$ cat config.mk
export PLATFORM = sky130hd
export DESIGN_NAME = crc_share_sched
export DESIGN_NICKNAME = d
export VERILOG_FILES = /design/src/rtl/crc_share_sched.sv
export SDC_FILE = /design/constraint.sdc
export NUM_CORES = 1
export LEC_CHECK = 0
export CAP_MARGIN = 20
export CORE_UTILIZATION = 43
export DETAILED_ROUTE_END_ITERATION = 10
export PLACE_DENSITY = 0.79
export SYNTH_ARGS = -nofsm -noshare
export SYNTH_HDL_FRONTEND = slang
export SYNTH_SLANG_ARGS = --single-unit
$ cat constraint.sdc
create_clock -name clk -period 1.9 [get_ports clk]
set_input_delay 0.475 -clock clk [delete_from_list [all_inputs] [get_ports clk]]
set_output_delay 0.475 -clock clk [all_outputs]
set_load 0.005 [all_outputs]
$ cat src/rtl/crc_share_sched.sv
// Round-robin scheduler sharing one serial CRC LFSR among NREQ requesters.
// A granted word is shifted MSB-first, then its CRC is offered with the requester ID.
module crc_share_sched #(
    parameter int unsigned             NREQ  = 4,
    parameter int unsigned             MSG_W = 6,
    parameter int unsigned             CRC_W = 5,
    parameter logic [CRC_W-1:0]        POLY  = 5'b01011,
    parameter logic [CRC_W-1:0]        INIT  = 5'b00000,
    parameter int unsigned             ID_W  = (NREQ > 1) ? $clog2(NREQ) : 1
) (
    input  logic                    clk,
    input  logic                    reset,
    input  logic [NREQ-1:0]         req_valid,
    input  logic [NREQ*MSG_W-1:0]   req_data,
    output logic [NREQ-1:0]         req_ready,
    output logic                    res_valid,
    output logic [CRC_W-1:0]        res_crc,
    output logic [ID_W-1:0]         res_id,
    input  logic                    res_ready,
    output logic                    busy
);

    localparam int unsigned CNT_W = (MSG_W > 1) ? $clog2(MSG_W) : 1;

    typedef enum logic [1:0] {
        IDLE,
        SHIFT,
        RESULT
    } state_t;

    state_t               state;
    state_t               state_next;
    logic [ID_W-1:0]      last;
    logic [MSG_W-1:0]     sreg;
    logic [CRC_W-1:0]     crc;
    logic [CRC_W-1:0]     crc_next;
    logic [CNT_W-1:0]     cnt;
    logic                 last_bit;
    logic                 any_valid;
    logic [ID_W-1:0]      grant_idx;
    logic                 accept;
    logic                 feedback;

    // Round-robin search starting just after the last granted index.
    always_comb begin
        int unsigned idx;
        logic        found;
        grant_idx = '0;
        found     = 1'b0;
        idx       = 0;
        for (int unsigned i = 1; i <= NREQ; i++) begin
            idx = (int'(last) + i) % NREQ;
            if (!found && req_valid[idx]) begin
                found     = 1'b1;
                grant_idx = ID_W'(idx);
            end
        end
        any_valid = found;
    end

    assign accept   = (state == IDLE) && any_valid;
    assign last_bit = (cnt == CNT_W'(MSG_W - 1));

    always_comb begin
        feedback = sreg[MSG_W-1] ^ crc[CRC_W-1];
        crc_next = {crc[CRC_W-2:0], 1'b0} ^ (feedback ? POLY : '0);
    end

    // State register
    always_ff @(posedge clk or posedge reset) begin
        if (reset) begin
            state <= IDLE;
        end else begin
            state <= state_next;
        end
    end

    // Next-state logic
    always_comb begin
        state_next = state;
        case (state)
            IDLE:    if (any_valid) state_next = SHIFT;
            SHIFT:   if (last_bit)  state_next = RESULT;
            RESULT:  if (res_ready) state_next = IDLE;
            default: state_next = IDLE;
        endcase
    end

    // Output logic
    always_comb begin
        req_ready = '0;
        busy      = 1'b0;
        case (state)
            IDLE: begin
                if (any_valid) req_ready[grant_idx] = 1'b1;
            end
            SHIFT, RESULT: busy = 1'b1;
            default: busy = 1'b0;
        endcase
    end

    always_ff @(posedge clk or posedge reset) begin
        if (reset) begin
            last      <= ID_W'(NREQ - 1);
            sreg      <= '0;
            crc       <= '0;
            cnt       <= '0;
            res_valid <= 1'b0;
            res_crc   <= '0;
            res_id    <= '0;
        end else begin
            case (state)
                IDLE: begin
                    if (accept) begin
                        sreg   <= req_data[grant_idx*MSG_W +: MSG_W];
                        crc    <= INIT;
                        cnt    <= '0;
                        res_id <= grant_idx;
                        last   <= grant_idx;
                    end
                end
                SHIFT: begin
                    crc  <= crc_next;
                    sreg <= sreg << 1;
                    cnt  <= cnt + 1'b1;
                    if (last_bit) begin
                        res_crc   <= crc_next;
                        res_valid <= 1'b1;
                    end
                end
                RESULT: begin
                    if (res_ready) res_valid <= 1'b0;
                end
                default: res_valid <= 1'b0;
            endcase
        end
    end

endmodule
---- Word-level counts from Yosys, hierarchy flattened ----
Cells that the tools add are included.
word-level totals
  word-level logic and storage cells ...... 82
  output and inout bits ................... 13
  flip-flop bits (word level) ............. 26
cells by class
  eq/ne operators ......................... 7
  multiply operators ...................... 1
  $lt $le $gt $ge ......................... 6
  $add $sub $neg .......................... 5
  reductions and logical operators ........ 16
  multiplexer cells ....................... 35
  bitwise gates (word level) .............. 3
  shift operators ......................... 1
operator list
  kind                   number
  $shiftx A24 B6 Y6      1
  $lt A2 B3 Y1 const B   5
  $mux W2                7
  $mux W1                12
  $mux W4                3
  $pmux W6 S2            1
  $pmux W5 S2            1
  $bmux W1 S2            4
  $ne A2 B2 Y1 const B   4
  $mux W6                1
  $pmux W2 S3            1
  $pmux W3 S2            1
  $reduce_and A2 Y1      3
  $reduce_and A3 Y1      2
  $logic_and A1 B1 Y1    5
  $mux W5                1
  $xor A5 B4 Y5          1
  $add A2 B1 Y2 const B  2
  $add A2 B2 Y2 const B  2
  $mul A2 B2 Y4 const B  1
  $add A3 B1 Y3 const B  1
  $eq A3 B3 Y1 const B   1
  $logic_not A1 Y1       3
  $mux W3                1
  10 further kinds       10

---- Longest topological paths before layout ----
  depth after elaboration ................. 19
  mapped depth ............................ 8
  mapped depth without buffers ............ 6

---- Worst setup path after synthesis ----
No wires, ideal clock.
  path kind ............................... input to output
  start ................................... input port req_valid[1]
  end ..................................... output port req_ready[2]
  arrival time ............................ 1.429 ns
  setup slack ............................. -0.004 ns
  stages .................................. 5
  data required time ...................... 1.425 ns
  path buffers ............................ 1
  path through ............................ or2_1 -> a311oi_2 -> buf_6 -> nand2_1 -> nor2_1
between the ends
  word-level cells in the longest chain between the ends .. 18
  elaborated cells on any way between the ends .. 29
  classes of those cells .................. order compare: 2; mux: 20; reduce/logical: 7
RTL lines
  element                                                             RTL line  source
  from (decl)                                                         13        input logic [NREQ-1:0] req_valid,
  $bmux W1 S2                                                         53        if (!found && req_valid[idx]) begin
  $mux W1 (implied by the code)                                       53
  $mux W1                                                             53
  $logic_not A1 Y1                                                    53
  $logic_and A1 B1 Y1                                                 53
  $mux W1                                                             53
  $logic_not A1 Y1                                                    53
  $logic_and A1 B1 Y1                                                 53
  [... 2 more ...]                                                    -
  $logic_and A1 B1 Y1                                                 53
  $mux W2                                                             53
  $lt A2 B3 Y1 (implied by the code) or $ge A2 B1 Y1 (tied branches)  95        if (any_valid) req_ready[grant_idx] = 1'b1;
  $logic_and A1 B1 Y1 (implied by the code)                           95
  $mux W1 (implied by the code)                                       95
  $demux W1 S2                                                        95
  $mux W4 (*)                                                         95
  $mux W4 (*)                                                         93        case (state)
  to (decl)                                                           15        output logic [NREQ-1:0] req_ready,
Every way passes the cells marked *; elsewhere a longest branch is shown, timed or not. The select of a mux whose other input is x is not followed.

---- Worst setup path after layout ----
Same ends and word-level chain as after synthesis.

==> results by group <==
Logic synthesis
  • Seq/Total Area, Yosys: 0.420
  • Cell Area, Synth: 0.00155 mm^2
  • YS warnings: 0
  • Instance count of the mapped netlist: 159
  • Post-synth EDFFs: 0
  • Syn Nets: 195
  • Most instantiated flip-flop cell in the synthesis netlist: sky130_fd_sc_hd__dfrtp_1
  • Post-Synthesis Mean Instance Area: 9.77 um^2
  • Total of flip-flops plus latches after synthesis: 26
  • Unique cell type count in the Yosys netlist: 48
  • Post-synth ARST share: 1.00

Setup path
  • Worst Path Max Fanout: 5
  • Critical path class: input pin to output pin
  • Cell-by-cell listing of the critical path: dlygate4sd2_1 -> or2_1 -> a311oi_2 -> nand2_1 -> buf_4 -> nor2_1 -> buf_2
  • Critical path endpoint category: output pin
  • Arrival time worst endpoint: 1.83 ns
  • Worst path required time: 1.42 ns
  • CP startpoint kind: input pin
  • Cell at the slowest stage of the critical path: sky130_fd_sc_hd__a311oi_2
  • Largest stage delay, worst path: 0.30 ns

Drt
  • Final routed wirelength across all metal layers: 4.02 mm
  • Drt first pass iters: 4
  • Number of remaining DRC errors: 0
  • Count of nets left with antenna violations after detail routing: 0
  • Routed length per instance: 14.0 um
  • Iter 0 DRT Violations: 34
  • Vias per cell: 5.27
  • Total number of vias: 1,508

Power and ir drop
  • Comb power frac: 0.620
  • Leak: 1.14 nW
  • Internal cell power: 0.00226 W
  • Power density over the cells: 1470 mW/mm^2
  • Fraction of power consumed by the clock network: 0.107
  • Power share of the sequential group: 0.272
  • Switching power share of the total: 0.366
  • Sw Pwr: 0.00130 W
  • Highest ir drop seen on vdd: 0.766 mV

STA
  • Fin. max-slew vios: 0
  • Final Hold Violating Endpoints: 0
  • Total of endpoints with negative setup slack in the final report: 9
  • RSZ-0062 raised after global routing: true
  • WHS: 0.486 ns
  • Max Clock Skew: 0.00388 ns
  • FMAX: 434 MHz
  • Period utilisation layout: 1.21
  • Final critical-path setup slack: -0.402 ns
  • Max-Slew Margin vs Limit: 0.727
  • Minimum clock period: 2.30 ns
  • Slew @ Worst Pin: 0.410 ns

Clocking
  • Clock root buffer: sky130_fd_sc_hd__clkbuf_4
  • Clock sink count: 26
  • Worst-skew pair later-pin latency: 0.33 ns
  • Clock input transition at the sequential cells of the worst setup and hold paths: 0.14 ns
  • CTS tree: yes
  • TritonCTS Buffers: 3
  • CTS max path bufs: 2
  • H-tree depth: 1

Finish
  • Filler cells: 249
  • Top library cells by usage in the layout, fill and taps aside: sky130_fd_sc_hd__buf_4, sky130_fd_sc_hd__clkdlybuf4s50_1, sky130_fd_sc_hd__dfrtp_1
  • Leading cell type in the layout, fill and taps excluded: sky130_fd_sc_hd__buf_4
  • Total number of nets in the final design: 277
  • Number of diodes added for antenna fixing: 0
  • Area Overhead vs Synth: 56.2%
  • Share of cells above drive strength 1: 0.313

Die
  • Horizontal die dimension: 62.1 um
  • Area of the placeable core: 0.00339 mm^2
  • Overall die height: 62.1 um
  • Top Ports: 44
  • Floorplan row count: 21
  • Initial cell density of the core: 0.458
  • Area of the die: 0.00386 mm^2

Outcome
  • Outcome: finished with violations
  • Violated checks: setup timing

Global route
  • Total routing usage reported by global routing: 0.220
  • First-pass GRT wire length: 6.72 mm
  • Largest net degree at the start of global routing: 27
  • Overflow after GRT: 0
  • Number of antenna violations at the first check in global routing: 0
  • Number of global-route vias before repair: 1,581

Placement
  • Detailed Place HPWL: 2.91 mm
  • Gp weighted congestion: 0.816
  • Minimum setup slack after placement: -0.775 ns
  • Quantity of I/O buffers inserted on ports: 43

Flow run
  • Reported max-cap violation count: 0

Hold path
  • Worst min path class: input pin to async pin
state kept, by name, summed over array words and instances, names as in the netlist:
| signal | flops |
|---|---|
| res_id | 2 |
| state | 2 |
| crc | 5 |
| res_crc | 5 |
| res_valid | 1 |
| last | 2 |
| sreg | 6 |
| cnt | 3 |
power by group through the flow:
stage / logic [W] / registers [W] / clock network [W]
floorplan: 0.00113 / 0.000949 / 0
detailed placement: 0.00195 / 0.000972 / 0
finish: 0.00221 / 0.000969 / 0.000381
CTS: 0.00218 / 0.000964 / 0.000390
global route: 0.00241 / 0.000999 / 0.000412
global placement: 0.00188 / 0.000959 / 0
kinds of logic after synthesis:
kind of cell | after synthesis | synth area share
xor gates and xnor gates | 3 | 0.0169
and+or+nand+nor | 56 | 0.180
buffers and inverters | 16 | 0.0451
adders and majority gates | 5 | 0.0403
AOI/OAI and AO/OA | 40 | 0.206
DFF | 26 | 0.420
muxes | 13 | 0.0910
final cells by class:
class	count	area (um^2)	area share
clock inverter	1	30.0	0.0124
sequential	26	653	0.269
clock buffer	3	22.5	0.00928
multi-input combinational	117	907	0.374
timing repair buffer	83	719	0.296
inverter	10	37.5	0.0155
tap	46	57.6	0.0237
metrics by stage:
| stage | TNS (ns) | power [W] | instances | utilization | instance area (um^2) |
|---|---|---|---|---|---|
| 6_report | -1.83 | 0.00356 | 286 | 0.716 | 2430 |
| 5_1_grt | -2.56 | 0.00382 | 286 | 0.716 | 2430 |
| 4_1_cts | -1.27 | 0.00353 | 285 | 0.713 | 2420 |
| 3_5_place_dp | -9.79 | 0.00292 | 272 | 0.659 | 2230 |
| 3_3_place_gp | -8.67 | 0.00283 | 272 | 0.659 | 2230 |
| 2_1_floorplan | 0 | 0.00208 | 159 | - | 1550 |
worst paths after layout:
check / startpoint / endpoint / slack [ns] / depth (start not counted)
worst min register to register: res_crc[3] / res_crc[3] / 0.50 / 2
worst min-delay path: reset / res_crc[2] / 0.49 / 3
worst max register to register: last[0] / sreg[4] / -0.13 / 8
min in group clk: res_crc[3] / res_crc[3] / 0.50 / 2
max in group asynchronous: reset / last[1] / 1.12 / 3
worst max-delay path: req_valid[1] / req_ready[2] / -0.40 / 7
routing by layer:
metal / vias up / routed length [um] / GRT usage
met3: 15 / 194 / 0.0423
met2: 54 / 1970 / 0.397
met4: 0 / 149 / 0.122
li1: 737 / - / -
met1: 702 / 1700 / 0.241
met5: - / 0 / 0
worst max-delay path, delay by kind of cell:
kind / cells / cell delay (ns)
buffers and inverters: 3 / 0.56
AND/OR/NAND/NOR: 3 / 0.49
AO/OA/AOI/OAI: 1 / 0.30
repair_timing:
item                                    4_1_cts  5_1_grt
gates resized for setup                      42        1
endpoints found under the setup margin       16       10
pin swaps                                    10        5
setup buffers                                12        2
hold buffers                                  0        0
synthesized netlist by cell type (2+ instances only):
cell type                  number  share of area
sky130_fd_sc_hd__o21ai_0        4          0.013
sky130_fd_sc_hd__nor3b_1        4          0.019
sky130_fd_sc_hd__nor2_1         9          0.022
sky130_fd_sc_hd__a32o_1         3          0.019
sky130_fd_sc_hd__a21o_1         4          0.019
sky130_fd_sc_hd__nand3_1        2         0.0064
sky130_fd_sc_hd__xnor2_1        2          0.011
sky130_fd_sc_hd__o22ai_1        2         0.0081
sky130_fd_sc_hd__nand2_1       23          0.056
sky130_fd_sc_hd__dfstp_2        2          0.034
sky130_fd_sc_hd__clkbuf_1       3         0.0072
sky130_fd_sc_hd__mux2_2         5          0.036
sky130_fd_sc_hd__o21ai_1        3         0.0097
sky130_fd_sc_hd__buf_2          2         0.0064
sky130_fd_sc_hd__dfrtp_1       24           0.39
sky130_fd_sc_hd__nand2b_1       5          0.020
sky130_fd_sc_hd__a21oi_1        3         0.0097
sky130_fd_sc_hd__mux2i_1        4          0.026
sky130_fd_sc_hd__nor2b_1        2         0.0081
sky130_fd_sc_hd__ha_1           5          0.040
sky130_fd_sc_hd__nand3b_1       2         0.0097
sky130_fd_sc_hd__a221oi_1       3          0.017
sky130_fd_sc_hd__a221oi_2       2          0.019
sky130_fd_sc_hd__o22a_1         2          0.011
sky130_fd_sc_hd__nor3_1         3         0.0097
sky130_fd_sc_hd__mux2_1         4          0.029
sky130_fd_sc_hd__inv_1         10          0.024
sky130_fd_sc_hd__a211oi_1       2         0.0097
No activity file was read; power rests on OpenSTA's default activity.
